**config.mk**
```make
export PLATFORM = sky130hd
export DESIGN_NAME = spi_slave_sync
export DESIGN_NICKNAME = d
export VERILOG_FILES = /design/src/rtl/spi_slave_sync.sv
export SDC_FILE = /design/constraint.sdc
export NUM_CORES = 1
export LEC_CHECK = 0
export ABC_AREA = 1
export BUFFER_PORTS_ARGS = -buffer_cell sky130_fd_sc_hd__buf_2
export CAP_MARGIN = 30
export CORE_MARGIN = 2
export CORE_UTILIZATION = 50
export CTS_CLUSTER_SIZE = 16
export DETAILED_ROUTE_END_ITERATION = 12
export PLACE_DENSITY = 0.73
export SYNTH_ARGS = -nofsm -noshare
export SYNTH_HDL_FRONTEND = slang
export SYNTH_SLANG_ARGS = --single-unit
```
**constraint.sdc**
```tcl
create_clock -name clk -period 2.17 [get_ports clk]
set_input_delay 0.434 -clock clk [delete_from_list [all_inputs] [get_ports clk]]
set_output_delay 0.434 -clock clk [all_outputs]
set_load 0.02 [all_outputs]
```
**src/rtl/spi_slave_sync.sv**
```systemverilog
// spi_slave_sync: core-clock SPI slave with burst register access; define SPI_SLAVE_FETCH_EN to enable the FETCH opcode
module spi_slave_sync #(
  parameter int DW = 8,
  parameter int AW = DW - 2,
  parameter int SYNC = 2
) (
  input  logic          clk,
  input  logic          nreset,
  input  logic          sclk,
  input  logic          mosi,
  input  logic          ss,
  output logic          miso,
  input  logic          spi_en,
  input  logic          cpol,
  input  logic          cpha,
  input  logic          lsbfirst,
  output logic          reg_write,
  output logic          reg_read,
  output logic [AW-1:0] reg_addr,
  output logic [DW-1:0] reg_wdata,
  input  logic [DW-1:0] reg_rdata,
  output logic          access_out,
  output logic [AW-1:0] fetch_addr,
  input  logic          wait_in,
  output logic          frame_err
);
  localparam int CW = $clog2(DW);
  localparam logic [1:0] OP_WR = 2'b00;
  localparam logic [1:0] OP_RD = 2'b10;
  typedef enum logic [1:0] {IDLE, CMD, DATA} state_t;
  state_t state;
  logic [SYNC-1:0] sclk_s, ss_s, mosi_s;
  logic sclk_q, sclk_qq, ss_q, ss_qq, mosi_q;
  logic [CW-1:0] bit_cnt;
  logic [DW-1:0] rx, tx, rx_next, tx_next;
  logic [1:0] op;
  logic [AW-1:0] addr;
  logic miso_r, rd_pend;
  logic sclk_rise, sclk_fall, ss_rise, ss_fall, sample, drive, last, tx_bit;
  assign sclk_rise = sclk_q & ~sclk_qq;
  assign sclk_fall = ~sclk_q & sclk_qq;
  assign ss_rise = ss_q & ~ss_qq;
  assign ss_fall = ~ss_q & ss_qq;
  assign sample = (cpol ^ cpha) ? sclk_fall : sclk_rise;
  assign drive = (cpol ^ cpha) ? sclk_rise : sclk_fall;
  assign last = bit_cnt == CW'(DW - 1);
  assign rx_next = lsbfirst ? {mosi_q, rx[DW-1:1]} : {rx[DW-2:0], mosi_q};
  assign tx_next = lsbfirst ? {1'b0, tx[DW-1:1]} : {tx[DW-2:0], 1'b0};
  assign tx_bit = lsbfirst ? tx[0] : tx[DW-1];
  assign miso = miso_r & spi_en & ~ss_q;
  // pin synchronizers plus one extra stage used for edge detection
  always_ff @(posedge clk or negedge nreset)
    if (!nreset) begin
      sclk_s <= '0;
      ss_s <= '0;
      mosi_s <= '0;
      sclk_q <= 1'b0;
      sclk_qq <= 1'b0;
      ss_q <= 1'b0;
      ss_qq <= 1'b0;
      mosi_q <= 1'b0;
    end else begin
      sclk_s <= {sclk_s[SYNC-2:0], sclk};
      ss_s <= {ss_s[SYNC-2:0], ss};
      mosi_s <= {mosi_s[SYNC-2:0], mosi};
      sclk_q <= sclk_s[SYNC-1];
      sclk_qq <= sclk_q;
      ss_q <= ss_s[SYNC-1];
      ss_qq <= ss_q;
      mosi_q <= mosi_s[SYNC-1];
    end
  // frame FSM: shifts bits, decodes the command word and issues register strobes
  always_ff @(posedge clk or negedge nreset)
    if (!nreset) begin
      state <= IDLE;
      bit_cnt <= '0;
      rx <= '0;
      tx <= '0;
      miso_r <= 1'b0;
      op <= OP_WR;
      addr <= '0;
      rd_pend <= 1'b0;
      reg_write <= 1'b0;
      reg_read <= 1'b0;
      reg_addr <= '0;
      reg_wdata <= '0;
      frame_err <= 1'b0;
    end else begin
      reg_write <= 1'b0;
      reg_read <= 1'b0;
      frame_err <= 1'b0;
      rd_pend <= reg_read;
      if (!spi_en) begin
        state <= IDLE;
        bit_cnt <= '0;
        miso_r <= 1'b0;
      end else if (state == IDLE) begin
        miso_r <= 1'b0;
        if (ss_fall) begin
          state <= CMD;
          bit_cnt <= '0;
          tx <= '0;
        end
      end else if (ss_rise) begin
        state <= IDLE;
        miso_r <= 1'b0;
        frame_err <= bit_cnt != '0;
      end else begin
        if (drive) begin
          miso_r <= tx_bit;
          tx <= tx_next;
        end
        if (rd_pend) tx <= reg_rdata;
        if (sample) begin
          rx <= rx_next;
          bit_cnt <= bit_cnt + 1'b1;
          if (last && state == CMD) begin
            state <= DATA;
            op <= rx_next[DW-1:DW-2];
            addr <= rx_next[AW-1:0];
            reg_addr <= rx_next[AW-1:0];
            reg_read <= rx_next[DW-1:DW-2] == OP_RD;
          end else if (last && op == OP_WR) begin
            reg_write <= 1'b1;
            reg_wdata <= rx_next;
            reg_addr <= addr;
            addr <= addr + 1'b1;
          end else if (last && op == OP_RD) begin
            reg_read <= 1'b1;
            reg_addr <= addr + 1'b1;
            addr <= addr + 1'b1;
          end
        end
      end
    end
`ifdef SPI_SLAVE_FETCH_EN
  logic fetch_req;
  assign fetch_req = spi_en & ss_rise & (state == DATA) & (op == 2'b11);
  // fetch request: held while wait_in, a new one is dropped while pending
  always_ff @(posedge clk or negedge nreset)
    if (!nreset) begin
      access_out <= 1'b0;
      fetch_addr <= '0;
    end else if (access_out) begin
      access_out <= wait_in;
    end else if (fetch_req) begin
      access_out <= 1'b1;
      fetch_addr <= addr;
    end
`else
  logic unused_fetch;
  assign unused_fetch = &{1'b0, wait_in};
  assign access_out = 1'b0;
  assign fetch_addr = '0;
`endif
endmodule

```
Word level (Yosys, flattened, before mapping)
Index checks and enable logic that the tools add are counted.
- bitwise logic cells: 14
- add/subtract/negate cells: 2
- multiplexer cells: 46
- reduce and logical (&&, ||, !) cells: 15
- equality and inequality tests: 12
- operators with widths (cell ; number):
    two-way mux 8 bit ; 7
    two-way mux 6 bit ; 5
    two-way mux 1 bit ; 23
    two-way mux 3 bit ; 5
    two-way mux 2 bit ; 6
    != test 4 x 1 -> 1 bit (second input constant) ; 3
    AND reduction 5 bit ; 2
    nonzero test 3 bit ; 3
    AND reduction 4 bit ; 2
    inverter 1 bit ; 7
    adder 6 x 1 -> 6 bit (second input constant) ; 1
    AND 1 bit ; 6
    AND reduction 3 bit ; 2
    AND reduction 6 bit ; 1
    equality test 2 bit (second input constant) ; 2
    zero test 2 bit ; 2
    adder 3 x 1 -> 3 bit (second input constant) ; 1
    equality test 3 bit (second input constant) ; 1
    logical AND 1 bit ; 3
    != test 3 x 1 -> 1 bit (second input constant) ; 1
    != test 3 x 2 -> 1 bit (second input constant) ; 1
    != test 3 bit (second input constant) ; 1
    equality test 2 x 1 -> 1 bit (second input constant) ; 1
    != test 2 x 1 -> 1 bit (second input constant) ; 1
    other kinds (2) ; 2
- register bits after elaboration: 59
- logic and storage cells: 110
- output and inout bits: 25
- input port bits: 18

Depth between registers and ports, before layout
- word-level depth: 9
- depth in mapped cells: 10
- mapped depth without buffers: 10

Least setup slack after synthesis
OpenSTA, ideal clock, no wires.
- kind: reg-to-reg
- start: reg bit_cnt[0]
- end: reg reg_wdata[7]
- stages on the path, launching flop included: 11
- path slack: 0.591 ns
- path buffers: 2
- clock period less this slack: 1.579 ns
- library setup time: 0.120 ns
- arrival time: 1.459 ns
- data required time: 2.050 ns
- path through: dfrtp_1 -> ha_1 -> ha_1 -> nand3_1 -> buf_4 -> nand2_1 -> nor2_2 -> nand2_2 -> buf_6 -> nand2_1 -> o21ai_2
- word-level cells in the longest chain between the ends: 4
- elaborated cells on any way between the ends: 5
- classes of those cells: eq/ne: 1; bitwise: 1; reduce/logical: 3
- ends and longest elaborated chain (element ; RTL line ; text):
    from (decl) ; 34 ; logic [CW-1:0] bit_cnt;
    from (signal assigned) ; 116 ; bit_cnt <= bit_cnt + 1'b1;
    equality test 3 bit * ; 46 ; assign last = bit_cnt == CW'(DW - 1);
    logical AND 1 bit ; 117 ; if (last && state == CMD) begin
    inverter 1 bit (no source line) ; n/a ;
    AND reduction 6 bit (no source line) * ; n/a ;
    to (signal assigned) ; 125 ; reg_wdata <= rx_next;
    to (decl) ; 20 ; output logic [DW-1:0] reg_wdata,
Every way passes the cells marked *; elsewhere a longest branch is shown, timed or not.
A chain may end at the register's enable or synchronous reset.

Worst setup path after layout
- start: reg bit_cnt[0]
- end: reg reg_wdata[4]
Same word-level chain as after synthesis.

==> impl_metrics.json <==
{
  "area_growth_pct": 13.0,
  "place_ws_ns": 0.316,
  "globalRoute.totalOverflow": 0,
  "worst-path-max-fanout": 11,
  "rsz0062_at_grt": "false",
  "synthCells": 390,
  "drive_gt1_share_pct": 17.7,
  "worst-r2r-cell-count": 10,
  "fillers": 556,
  "finalWorstSetupSlack_ns": 0.333,
  "wl_per_cell_um": 12.3,
  "final_common_cell": "nand2_1",
  "setup_viol": 0,
  "r2r-end": "reg_wdata[4]",
  "cts_hold_buffers": 0,
  "ys_warn_count": 0,
  "ys_ff_latch": 59,
  "p_leak_nw": 1.88,
  "final_cell_mix": "160 x nand2_1, 59 x dfrtp_1, 35 x inv_1",
  "cts_tree": "yes",
  "clk_path_buf_depth": 2,
  "cts-resized-gates": 0,
  "track_usage_pct": 20.6,
  "ctsHtreeMaxLevel": 3,
  "place_area_um2": 3260,
  "syn_avg_cell_area_um2": 7.88,
  "clk_latency_ns": 0.34,
  "worstPathRequired_ns": 2.45,
  "cts_setup_buffers": 0,
  "fin_skew_ns": 0.0113,
  "synth_cell_types": 30,
  "min_period_ns": 1.84,
  "diodes": 0,
  "io_pins": 43,
  "slew_headroom_pct": 59.5,
  "start_util_pct": 51.9,
  "routed_wl_um": 6190,
  "die_w_um": 82.4,
  "first_pass_iters": 4,
  "async_reset_ff_share_pct": 100,
  "grt_antenna_before_repair": 0,
  "run_status": "complete, no violations",
  "max_freq_ghz": 0.544,
  "worstSetupStartpointType": "flop",
  "cts_made_buffers": 9,
  "arrival_ns": 2.12,
  "period_share_pct": 84.6,
  "grt_pass1_wl_um": 10500,
  "r2r-start": "bit_cnt[0]",
  "grt_max_degree": 35,
  "setup.worst_path.class": "flop to flop",
  "drc_errors": 0,
  "io_buffer_count": 34,
  "multiInputGateArea_um2": 1330,
  "stdcell_area_um2": 3470,
  "path_clk_slew_ns": 0.07,
  "fp.dieArea_um2": 6790,
  "synth-edff-count": 0,
  "drtIter0Drc": 136,
  "routed-via-count": 2521,
  "tns_ns": 0,
  "crit_path_end_kind": "flop",
  "cts_num_sinks": 59,
  "final_antenna_net_count": 0,
  "p_per_area_nw_per_um2": 812,
  "hold_viol_final": 0,
  "root_buffer": "clkbuf_8",
  "ir_worst_vdd_mv": 0.563,
  "globalplace.congestion": 0.837,
  "synth-seq-area-share_pct": 48.1,
  "reg2reg_slack_ns": 0.33,
  "holdWs_ns": 0.100,
  "synthFlopType": "dfrtp_1",
  "die_h_um": 82.4,
  "rows": 28,
  "maxSlewViolCount": 0,
  "synth_area_um2": 3070,
  "max_cap_viol_count": 0,
  "dpl.hpwl_um": 4430,
  "grt_pass1_vias": 2353,
  "num-nets-final": 448,
  "worstMarginPinSlew_ns": 0.607,
  "min_path_type": "input pin to async pin",
  "coreArea_um2": 5920,
  "via_per_inst": 4.99,
  "regArea_um2": 1480
}
## worst max-delay path, stage by stage, from the launching register on
cell,delay [ns]
dfrtp_1,0.40
ha_1,0.21
ha_1,0.21
nand3_1,0.13
buf_4,0.19
nand2_1,0.08
nor2_2,0.09
nand2_2,0.18
inv_2,0.17
nand2_1,0.07
nand2_1,0.07
## through the flow
stage | total power [mW] | utilization (%) | instances
2_1_floorplan | 1.62 | - | 396
3_3_place_gp | 1.72 | 55.0 | 490
3_5_place_dp | 1.73 | 55.0 | 490
4_1_cts | 2.84 | 58.6 | 505
5_1_grt | 2.97 | 58.6 | 505
6_report | 2.82 | 58.6 | 505
## layer usage
layer	vias up	share of wire, %	global-route usage, %
li1	1287	-	-
met2	48	47	33.4
met1	1174	47	26.9
met3	12	4.1	4.02
met5	-	0	0
met4	0	1.9	8.50
## state kept, by name (all words and copies together), names as in the netlist, 2 cells and up
register and cells:
reg_wdata 8, rx 8, tx 8, addr 6
reg_addr 6, bit_cnt 3, mosi_s 2, op 2
sclk_s 2, ss_s 2, state 2
## cell families (layout without fill, tap and decap cells)
group                    Yosys count  in the layout  synth area share, %
XOR/XNOR                           3              3                0.856
adder cells (fa/ha/maj)            4              4                 1.63
other                              1              7                0.122
AO/OA/AOI/OAI                     50             50                 9.82
AND/OR/NAND/NOR                  214            214                 30.1
flip-flops                        59             59                 48.1
buffers and inverters             59             93                 9.45
## worst max path at each step
stage,start,to,depth (start not counted)
after detailed placement,bit_cnt[0],reg_wdata[4],10
after CTS,bit_cnt[0],reg_wdata[4],10
after global placement,bit_cnt[0],reg_wdata[4],10
after floorplan,bit_cnt[0],reg_wdata[7],10
final,bit_cnt[0],reg_wdata[4],10
after global routing,bit_cnt[0],reg_wdata[2],10
## where the power goes
part	internal, mW	switching, mW
sequential	1.19	0.0515
combinational	0.131	0.338
clock	0.667	0.438
total	1.99	0.828
## layout make-up
| type | instances | share of cell area [%] |
|---|---|---|
| sequential | 59 | 42.5 |
| multi-input combinational | 278 | 38.2 |
| timing repair buffer | 37 | 5.91 |
| inverter | 41 | 4.43 |
| clock buffer | 10 | 3.96 |
| tap | 75 | 2.70 |
| clock inverter | 5 | 2.23 |
## cell usage after synthesis, types with 2 or more instances
master    number  area (um2)
dfrtp_1       59        1480
o21ai_1        4        20.0
o21ai_0       26         130
nor2_4         2        22.5
nand2_1      160         601
buf_4          9        67.6
o21ai_2        4        35.0
inv_2          6        22.5
xor2_1         2        17.5
buf_2          4        20.0
o21a_1         3        22.5
a21oi_1        5        25.0
nand4_1       13        81.3
o211ai_1       6        45.0
nor2_2         2        12.5
buf_6          4        45.0
ha_1           4        50.1
nor2_1        14        52.6
nand3_1       13        65.1
inv_1         35         131
nand2_2        6        37.5
Note: power is estimated with default switching activity, not from simulation.
